File: src/rtl/divclk_pkg.sv
// Shared constants and the divisor clamp for the programmable clock divider.
package divclk_pkg;
  localparam int          CNT_W_DEF = 16;
  localparam logic [31:0] DIV_MIN   = 32'd2;

  // A divisor below 2 cannot produce both a high and a low phase.
  function automatic logic [31:0] clamp_div(input logic [31:0] d);
    return (d < DIV_MIN) ? DIV_MIN : d;
  endfunction
endpackage

File: src/rtl/divclk_shadow.sv
// Divisor capture: clamps div_in, holds a shadow while running and applies it
// only at a period boundary (or when the divider is stopped).
module divclk_shadow
  import divclk_pkg::*;
#(
  parameter int CNT_W     = CNT_W_DEF,
  parameter int DIV_RESET = 10
) (
  input  logic             clk_in,
  input  logic             rst,
  input  logic             apply,
  input  logic             div_load,
  input  logic [CNT_W-1:0] div_in,
  output logic [CNT_W-1:0] div_cur,
  output logic             load_pend
);
  logic [CNT_W-1:0] div_cur_q, div_cur_d;
  logic [CNT_W-1:0] shadow_q, shadow_d;
  logic             load_pend_q, load_pend_d;
  logic [CNT_W-1:0] div_clamped;

  assign div_clamped = CNT_W'(clamp_div(32'(div_in)));

  always_comb begin
    div_cur_d   = div_cur_q;
    shadow_d    = shadow_q;
    load_pend_d = load_pend_q;
    if (apply) begin
      // A strobe coinciding with the boundary is newer than the shadow.
      load_pend_d = 1'b0;
      if (div_load)         div_cur_d = div_clamped;
      else if (load_pend_q) div_cur_d = shadow_q;
    end else if (div_load) begin
      shadow_d    = div_clamped;
      load_pend_d = 1'b1;
    end
  end

  always_ff @(posedge clk_in or posedge rst) begin
    if (rst) begin
      div_cur_q   <= CNT_W'(DIV_RESET);
      shadow_q    <= CNT_W'(DIV_RESET);
      load_pend_q <= 1'b0;
    end else begin
      div_cur_q   <= div_cur_d;
      shadow_q    <= shadow_d;
      load_pend_q <= load_pend_d;
    end
  end

  assign div_cur   = div_cur_q;
  assign load_pend = load_pend_q;
endmodule

File: src/rtl/divclk_prog.sv
// Runtime-programmable divider: period counter, run flag and registered
// clk_out / tick / mid_tick decoded from the next count value.
module divclk_prog
  import divclk_pkg::*;
#(
  parameter int CNT_W     = CNT_W_DEF,
  parameter int DIV_RESET = 10
) (
  input  logic             clk_in,
  input  logic             rst,
  input  logic             en,
  input  logic             restart,
  input  logic [CNT_W-1:0] div_in,
  input  logic             div_load,
  output logic             clk_out,
  output logic             tick,
  output logic             mid_tick,
  output logic [CNT_W-1:0] div_cur,
  output logic             load_pend
);
  logic [CNT_W-1:0] count_q, count_d;
  logic             running_q, running_d;
  logic             clk_out_q, clk_out_d;
  logic             tick_q, tick_d;
  logic             mid_tick_q, mid_tick_d;
  logic             boundary, wrap, apply;
  logic [CNT_W-1:0] half;

  assign half = div_cur >> 1;
  assign wrap = (count_q == div_cur - CNT_W'(1));

  always_comb begin
    count_d    = count_q;
    running_d  = running_q;
    clk_out_d  = 1'b0;
    tick_d     = 1'b0;
    mid_tick_d = 1'b0;
    boundary   = 1'b0;
    if (!en) begin
      count_d   = '0;
      running_d = 1'b0;
    end else if (!running_q || restart || wrap) begin
      // Start, restart and wrap all open a fresh period at count 0.
      boundary  = 1'b1;
      running_d = 1'b1;
      count_d   = '0;
      tick_d    = 1'b1;
      clk_out_d = 1'b1;
    end else begin
      count_d    = count_q + CNT_W'(1);
      mid_tick_d = (count_d == half);
      clk_out_d  = (count_d < half);
    end
  end

  assign apply = !en || boundary;

  always_ff @(posedge clk_in or posedge rst) begin
    if (rst) begin
      count_q    <= '0;
      running_q  <= 1'b0;
      clk_out_q  <= 1'b0;
      tick_q     <= 1'b0;
      mid_tick_q <= 1'b0;
    end else begin
      count_q    <= count_d;
      running_q  <= running_d;
      clk_out_q  <= clk_out_d;
      tick_q     <= tick_d;
      mid_tick_q <= mid_tick_d;
    end
  end

  divclk_shadow #(.CNT_W(CNT_W), .DIV_RESET(DIV_RESET)) u_shadow (
    .clk_in    (clk_in),
    .rst       (rst),
    .apply     (apply),
    .div_load  (div_load),
    .div_in    (div_in),
    .div_cur   (div_cur),
    .load_pend (load_pend)
  );

  assign clk_out  = clk_out_q;
  assign tick     = tick_q;
  assign mid_tick = mid_tick_q;
endmodule

File: config.mk
export PLATFORM = sky130hd
export DESIGN_NAME = divclk_prog
export DESIGN_NICKNAME = d
export VERILOG_FILES = /design/src/rtl/divclk_pkg.sv /design/src/rtl/divclk_shadow.sv /design/src/rtl/divclk_prog.sv
export SDC_FILE = /design/constraint.sdc
export NUM_CORES = 1
export LEC_CHECK = 0
export ABC_AREA = 1
export CORE_MARGIN = 2
export CORE_UTILIZATION = 62
export DETAILED_ROUTE_END_ITERATION = 12
export PLACE_DENSITY_LB_ADDON = 0.08
export REMOVE_ABC_BUFFERS = 1
export SYNTH_ARGS = -nofsm -noshare
export SYNTH_HDL_FRONTEND = slang
export SYNTH_SLANG_ARGS = --single-unit
export TNS_END_PERCENT = 50
File: constraint.sdc
create_clock -name clk_in -period 4.9 [get_ports clk_in]
set_input_delay 0.49 -clock clk_in [delete_from_list [all_inputs] [get_ports clk_in]]
set_output_delay 0.49 -clock clk_in [all_outputs]
set_load 0.01 [all_outputs]
==> metrics.md, run 1 <==
| Metric | Value |
|---|---|
| Stage delay of the slowest cell on the critical path | `0.49 ns` |
| Commonest register cell after synthesis | `sky130_fd_sc_hd__dfrtp_1` |
| Sum of negative setup slack | `0 ns` |
| Min-Delay Path Class | `reg -> reg` |
| Startpoint kind of the worst setup timing path | `flop` |
| Post-Synth XOR/XNOR Area | `0.0615` |
| Simple-gate share of the synthesized area | `0.399` |
| Type of destination of the critical path | `flop` |
| Mux share of post-synthesis cell area | `0` |
| Top achievable clock speed | `0.340 GHz` |
| First DRT Iteration DRCs | `222` |
| Outcome | `completed` |
| Critical path peak fanout | `5` |
| Chip height | `81.3 um` |
| Antenna cells | `0` |
| Aggregate global-route resource usage | `0.269` |
| Cells along the critical path | `ha_1 -> nand2_1 -> nor2_1 -> nand3_1 -> nor3_1 -> nand3_1 -> nor2_1 -> inv_1 -> o21ai_0 -> inv_1 -> ha_1 -> nand4_1 -> nor2_1 -> nand2_1 -> nand4_1 -> o21ai_1` |
| Layout Area Growth over Synthesis | `13.3%` |
| PD cells | `278 nW/um^2` |
| Async set or reset register ratio after synthesis | `1.00` |
| Total leakage power | `0.00211 uW` |
| Combinational family with the most area after synthesis | `simple AND/OR/NAND/NOR gates` |
| Max Clock Skew | `0.00805 ns` |
| Final global-route overflow total | `0` |
| PortBufs | `40` |
| Worst slew margin relative to its limit | `0.335` |
| Worst-path cell with the longest stage delay | `sky130_fd_sc_hd__dfrtp_1` |
| Number of antenna violations at the first check in global routing | `0` |
| Final setup violation count | `0` |
| Routed length per placed instance | `13.0 um` |
| Placeable Area | `5850 sq um` |
| Cell Rows | `28` |
| Half-perimeter wire length after placement | `6.01 mm` |
| Die boundary width | `81.3 um` |
| Vias after detailed routing | `3271` |
| Pin count of the biggest net entering global routing | `54` |
| Post-synthesis instance area | `3700 sq um` |
| Remaining antenna violation count | `0` |
| Number of design rule violations left after detail routing | `0` |
| Data required time at the worst endpoint | `5.06 ns` |
| Post-CTS Setup Bufs | `0` |
| Gpl congestion | `0.850` |
| Final std cells w/o fill | `622` |
| Slew at the pin closest to its max-slew limit | `0.997 ns` |
| Worst vdd rail ir drop | `0.226 mV` |
| Fraction of final layout cells with drive strength greater than 1 | `0.0804` |
| Count of max-cap constraint violations | `0` |
| Vias in the first global route | `3046` |
| Post-layout minimum cycle time | `2.94 ns` |
| CTS hold repair buffers | `0` |
| CTS Root Buffer Type | `sky130_fd_sc_hd__clkbuf_8` |
| Number of gates given a new drive strength after cts | `0` |
| Number of filler instances in the final layout | `493` |
| Unrepaired setup endpoints after global routing | `false` |
| Wire length of the first global-routing pass | `13.8 mm` |
| Number of top-level pins | `41` |
| Total Nets Final | `584` |
| Fraction of the mapped netlist area in adder cells | `0.0575` |
| Initial Utilization | `0.633` |
| Crit-path most repeated cell | `sky130_fd_sc_hd__nor2_1` |
| TritonCTS clock tree | `done` |
| Worst setup path class | `reg -> reg` |
| Number of cells produced by synthesis | `513` |
| Arrival time of data at the critical path endpoint | `3.11 ns` |
| Synthesized area per cell | `7.22 sq um` |
| Die Outline Area | `6610 sq um` |
| Number of max-slew violations in the final report | `0` |
| Final hold viol count | `0` |
| Sequential area share after synthesis | `0.360` |
| H-tree levels | `2` |
| Share of the clock period used by the worst path after layout | `0.601` |
| Clock network latency to the later pin of the worst-skew pair | `0.31 ns` |
| Clock transition at the registers of the reported paths | `0.09 ns` |
| Post-synthesis register bit count | `53` |
| Count of cell types in the netlist | `35` |
| Compound-cell area share of the yosys netlist | `0.0331` |
| Warnings from Yosys | `0` |
| Vias per cell | `5.26` |
| Clock buffer depth | `2` |
| Number of CTS-inserted buffers | `5` |
| Sum of routed wire length over all layers | `8.08 mm` |
| Post-synth EDFFs | `0` |
| Number of optimization iterations in the first detailed-route pass | `5` |
| Total placed cells including tap cells | `614` |
| Clock sink count | `53` |
cell type report:
cell class                      count  area, sq um  area share
Clock buffer                        8         90.1      0.0215
Inverter                           60          225      0.0537
Multi-Input combinational cell    384         2040       0.486
Sequential cell                    53         1330       0.317
Tap cell                           75         93.8      0.0224
Timing Repair Buffer               42          415      0.0990
cell usage in the layout (no fill, tap or decap), drive strengths merged:
master and count:
xor2 14, clkbuf 8, or2 1, a21o 1, nor4 2, a211oi 1, nand4 21, nor2 65
o21ai 12, buf 2, nand3b 4, clkdlybuf4s50 40, dfrtp 49, nand3 38, nor3 4, and2 2
ha 17, a21oi 8, inv 59, o211ai 1, clkinv 1, xnor2 12, nand2 181, dfstp 4
through the flow:
stage	hold WS (ns)	power [uW]	worst slack, ns	util	area (sq um)
after global placement	0.456	909	2.13	0.702	4110
after global routing	0.503	1250	1.61	0.717	4200
final	0.478	1170	1.96	0.717	4200
after floorplan	0.448	786	2.34	-	3600
after detailed placement	0.463	920	2.00	0.702	4110
after CTS	0.479	1170	1.98	0.717	4200
path summary, 6_finish.rpt:
check                                startpoint               endpoint  slack [ns]  cells past startpoint
hold reg to reg            u_shadow.shadow_q[1]   u_shadow.shadow_q[1]        0.48                      2
min in group asynchronous                   rst  u_shadow.shadow_q[14]        0.67                      3
setup / recovery                     count_q[0]                clk_out        1.96                     16
setup reg to reg                     count_q[0]                clk_out        1.96                     16
hold / removal             u_shadow.shadow_q[1]   u_shadow.shadow_q[1]        0.48                      2
max in group asynchronous                   rst    u_shadow.div_cur[2]        3.77                      3
cells in the mapped netlist, types with 2 or more instances:
library cell | number | share of area
sky130_fd_sc_hd__clkbuf_1 | 7 | 0.0071
sky130_fd_sc_hd__nand3_1 | 37 | 0.050
sky130_fd_sc_hd__buf_2 | 2 | 0.0027
sky130_fd_sc_hd__nor2_4 | 13 | 0.040
sky130_fd_sc_hd__nand3b_1 | 4 | 0.0081
sky130_fd_sc_hd__nor4_1 | 2 | 0.0034
sky130_fd_sc_hd__xor2_1 | 14 | 0.033
sky130_fd_sc_hd__o21ai_0 | 11 | 0.015
sky130_fd_sc_hd__xnor2_1 | 12 | 0.028
sky130_fd_sc_hd__inv_2 | 3 | 0.0030
sky130_fd_sc_hd__nor2_2 | 7 | 0.012
sky130_fd_sc_hd__buf_6 | 3 | 0.0091
sky130_fd_sc_hd__nand2_2 | 4 | 0.0068
sky130_fd_sc_hd__nor3_1 | 4 | 0.0054
sky130_fd_sc_hd__nor2_1 | 45 | 0.046
sky130_fd_sc_hd__and2_1 | 2 | 0.0034
sky130_fd_sc_hd__dfrtp_1 | 49 | 0.33
sky130_fd_sc_hd__nand4_1 | 20 | 0.034
sky130_fd_sc_hd__ha_1 | 17 | 0.057
sky130_fd_sc_hd__buf_1 | 2 | 0.0020
sky130_fd_sc_hd__nand2_1 | 176 | 0.18
sky130_fd_sc_hd__dfstp_2 | 4 | 0.028
sky130_fd_sc_hd__a21oi_1 | 8 | 0.011
sky130_fd_sc_hd__inv_1 | 56 | 0.057
state kept, by name, indices dropped and copies added (netlist names):
name,flops
running_q,1
u_shadow.shadow_q,16
clk_out,1
u_shadow.div_cur,16
tick,1
mid_tick,1
count_q,16
u_shadow.load_pend,1
per-layer routing:
metal	vias up	GRT usage	share of wire	routed length [um]
li1	1687	-	-	-
met1	1495	0.353	0.46	3740
met3	5	0.0367	0.039	317
met4	0	0.0712	0.0063	51
met5	-	0	0	0
met2	84	0.467	0.49	3970
worst max-delay path: cells and delay by family, from the launching register on:
family	cells	cell delay, ns
flip-flops	1	0.49
buffers and inverters	2	0.16
AO/OA/AOI/OAI	2	0.23
AND/OR/NAND/NOR	10	1.38
adder cells (fa/ha/maj)	2	0.53
logic make-up (layout without fill, tap and decap cells):
family          Yosys count  after routing
simple gates            318            318
buf+inv                  76            110
flops                    53             53
xor+xnor                 26             26
compound gates           23             23
fa+ha+maj                17             17
power by group:
group	total [uW]	internal (uW)	switching, uW
Sequential	545	488	56.8
Clock	254	116	139
Combinational	367	156	211
Total	1170	760	407
Power figures use the tool's default switching activity.
==> run 2, diff against run 1 <==
Settings changed: CORE_UTILIZATION 62 to 52.
Clock period 4.9 ns to 2.7 ns, I/O delays scaled along.
==> metrics.md, run 2 (synthesis results as in run 1) <==
| Metric | Value |
|---|---|
| Outcome | `completed` |
| Switching power of the nets | `753 uW (+85%)` |
| PortBufs | `40 (unchanged)` |
| Clock network latency to the later pin of the worst-skew pair | `0.30 ns (about the same)` |
| Clock transition at the registers of the reported paths | `0.10 ns (about the same)` |
| Vias per cell | `5.01 (-4.8%)` |
| WHS | `0.237 ns (-0.241 ns)` |
| Power share of the sequential group | `0.441 (-0.026)` |
| Total placed cells including tap cells | `646 (+5.2%)` |
| CTS Root Buffer Type | `sky130_fd_sc_hd__clkbuf_8` |
| Initial Utilization | `0.542 (-0.0909)` |
| Number of optimization iterations in the first detailed-route pass | `4 (-1)` |
| Gpl congestion | `0.834 (-2.0%)` |
| Die boundary width | `88.4 um (+8.7%)` |
| Die Outline Area | `7810 sq um (+18%)` |
| Half-perimeter wire length after placement | `6.45 mm (+7.3%)` |
| Arrival time of data at the critical path endpoint | `2.77 ns (-0.34 ns)` |
| Antenna cells | `0 (unchanged)` |
| Layout Area Growth over Synthesis | `20.6%` |
| Min-Delay Path Class | `in -> async` |
| Area of placed instances | `4230 sq um (+3.0%)` |
| Chip height | `88.4 um (+8.7%)` |
| Combinational power share | `0.306 (-0.009)` |
| Total leakage power | `0.00221 uW (+4.6%)` |
| Routed length per placed instance | `12.7 um (-2.5%)` |
| Number of max-slew violations in the final report | `0 (unchanged)` |
| Wire length of the first global-routing pass | `13.9 mm (+0.65%)` |
| Worst vdd rail ir drop | `0.375 mV (+66%)` |
| Number of antenna violations at the first check in global routing | `0 (unchanged)` |
| Number of design rule violations left after detail routing | `0 (unchanged)` |
| Number of filler instances in the final layout | `646 (+31%)` |
| Clock buffer depth | `2 (unchanged)` |
| TritonCTS clock tree | `done` |
| PD cells | `500 nW/um^2 (+80%)` |
| Final hold viol count | `0 (unchanged)` |
| Worst slew margin relative to its limit | `0.595 (+0.260)` |
| Critical path peak fanout | `3 (-2)` |
| Final std cells w/o fill | `656 (+5.5%)` |
| Clock network fraction of design power | `0.253 (+0.035)` |
| Area of all sequential standard cells | `1330 sq um (unchanged)` |
| Sum of routed wire length over all layers | `8.30 mm (+2.8%)` |
| Multi-input combinational cell area | `2140 sq um (+5.1%)` |
| Cell Rows | `30 (+7.1%)` |
| Fraction of final layout cells with drive strength greater than 1 | `0.136 (+0.0553)` |
| Share of the clock period used by the worst path after layout | `0.956 (+0.355)` |
| Internal Pwr Total | `1480 uW (+95%)` |
| Most frequent standard cell in the layout excluding fill and tap cells | `sky130_fd_sc_hd__nand2_1` |
| Final setup violation count | `0 (unchanged)` |
| Placeable Area | `6830 sq um (+17%)` |
| First DRT Iteration DRCs | `191 (-14%)` |
| Final global-route overflow total | `0 (unchanged)` |
| Setup Slack @ Placement | `-0.0228 ns (-2.02 ns)` |
| Remaining antenna violation count | `0 (unchanged)` |
| Top achievable clock speed | `0.388 GHz (+14%)` |
| Vias in the first global route | `3051 (+0.16%)` |
| Slew at the pin closest to its max-slew limit | `0.607 ns (-0.390 ns)` |
| Startpoint kind of the worst setup timing path | `flop` |
| Data required time at the worst endpoint | `2.89 ns (-2.17 ns)` |
| Number of top-level pins | `41 (unchanged)` |
| Vias after detailed routing | `3285 (+0.43%)` |
| Number of CTS-inserted buffers | `5 (unchanged)` |
| Pin count of the biggest net entering global routing | `22 (-59%)` |
| Clock sink count | `53 (unchanged)` |
| Max Clock Skew | `0.00631 ns (-0.00174 ns)` |
| Post-layout minimum cycle time | `2.58 ns (-0.364 ns)` |
| Count of max-cap constraint violations | `0 (unchanged)` |
| H-tree levels | `2 (unchanged)` |
| Final Worst Setup Slack | `0.120 ns (-1.84 ns)` |
| Total Nets Final | `597 (+2.2%)` |
| Final Cell Area | `4470 sq um (+6.4%)` |
| Switching Fraction | `0.337 (-0.0117)` |
| Worst setup path class | `reg -> reg` |
| Aggregate global-route resource usage | `0.226 (-0.0436)` |
| Commonest cells after routing, fill and taps aside | `174 x sky130_fd_sc_hd__nand2_1, 54 x sky130_fd_sc_hd__inv_1, 49 x sky130_fd_sc_hd__dfrtp_1` |
| Type of destination of the critical path | `flop` |
## run 2: worst paths after layout
path	startpoint	end	slack (ns)	depth (start not counted)
setup / recovery	count_q[1]	clk_out	0.12	16
hold / removal	rst	count_q[14]	0.24	2
setup reg to reg	count_q[1]	clk_out	0.12	16
hold reg to reg	u_shadow.shadow_q[3]	u_shadow.shadow_q[3]	0.47	2
max in group asynchronous	rst	u_shadow.div_cur[1]	1.82	3
min in group clk_in	u_shadow.shadow_q[3]	u_shadow.shadow_q[3]	0.47	2
## run 2: critical path, stage by stage (launching register included)
cell                      delay, ns
sky130_fd_sc_hd__dfrtp_1       0.38
sky130_fd_sc_hd__ha_2          0.21
sky130_fd_sc_hd__nand2_2       0.07
sky130_fd_sc_hd__nor2_4        0.15
sky130_fd_sc_hd__nand3_4       0.10
sky130_fd_sc_hd__nor3_4        0.25
sky130_fd_sc_hd__nand3_2       0.15
sky130_fd_sc_hd__nor2_4        0.15
sky130_fd_sc_hd__inv_2         0.06
sky130_fd_sc_hd__o21ai_0       0.10
sky130_fd_sc_hd__inv_1         0.07
sky130_fd_sc_hd__ha_1          0.30
sky130_fd_sc_hd__nand4_1       0.11
sky130_fd_sc_hd__nor2_2        0.14
sky130_fd_sc_hd__nand2_1       0.06
sky130_fd_sc_hd__nand4_1       0.08
sky130_fd_sc_hd__o21ai_1       0.07
## run 2: final cells by class
class / instances / area share
Multi-Input combinational cell: 384 / 0.480
Inverter: 60 / 0.0504
Clock inverter: 2 / 0.00840
Timing Repair Buffer: 55 / 0.118
Clock buffer: 6 / 0.0185
Sequential cell: 53 / 0.298
Tap cell: 96 / 0.0269
## run 2: repair_timing
action | in CTS | in global routing
resized for setup | 1 | 25
setup buffers | 0 | 2
endpoints found under the hold margin | 0 | 0
setup endpoints to repair | 1 | 2
hold buffers | 0 | 0
gates cloned | 0 | 0
pin swaps | 0 | 15
## run 2: metal layers
metal / GRT usage / vias up / routed length (um)
li1: - / 1710 / -
met4: 0.0909 / 0 / 193
met3: 0.0243 / 13 / 312
met2: 0.375 / 67 / 4010
met1: 0.303 / 1495 / 3790
met5: 0 / - / 0
## run 2: power by group through the flow
stage	Sequential [uW]	Clock [uW]	Combinational, uW
after global placement	998	0	668
after global routing	999	618	780
after floorplan	992	0	434
after detailed placement	1000	0	682
after CTS	984	588	683
final	985	565	683
## run 2: per-stage QoR
stage,total power [uW],TNS (ns),utilization
CTS,2260,0,0.637
global placement,1670,0,0.619
finish,2230,0,0.654
floorplan,1430,0,-
detailed placement,1680,-0.0228,0.619
global route,2400,-0.0933,0.654
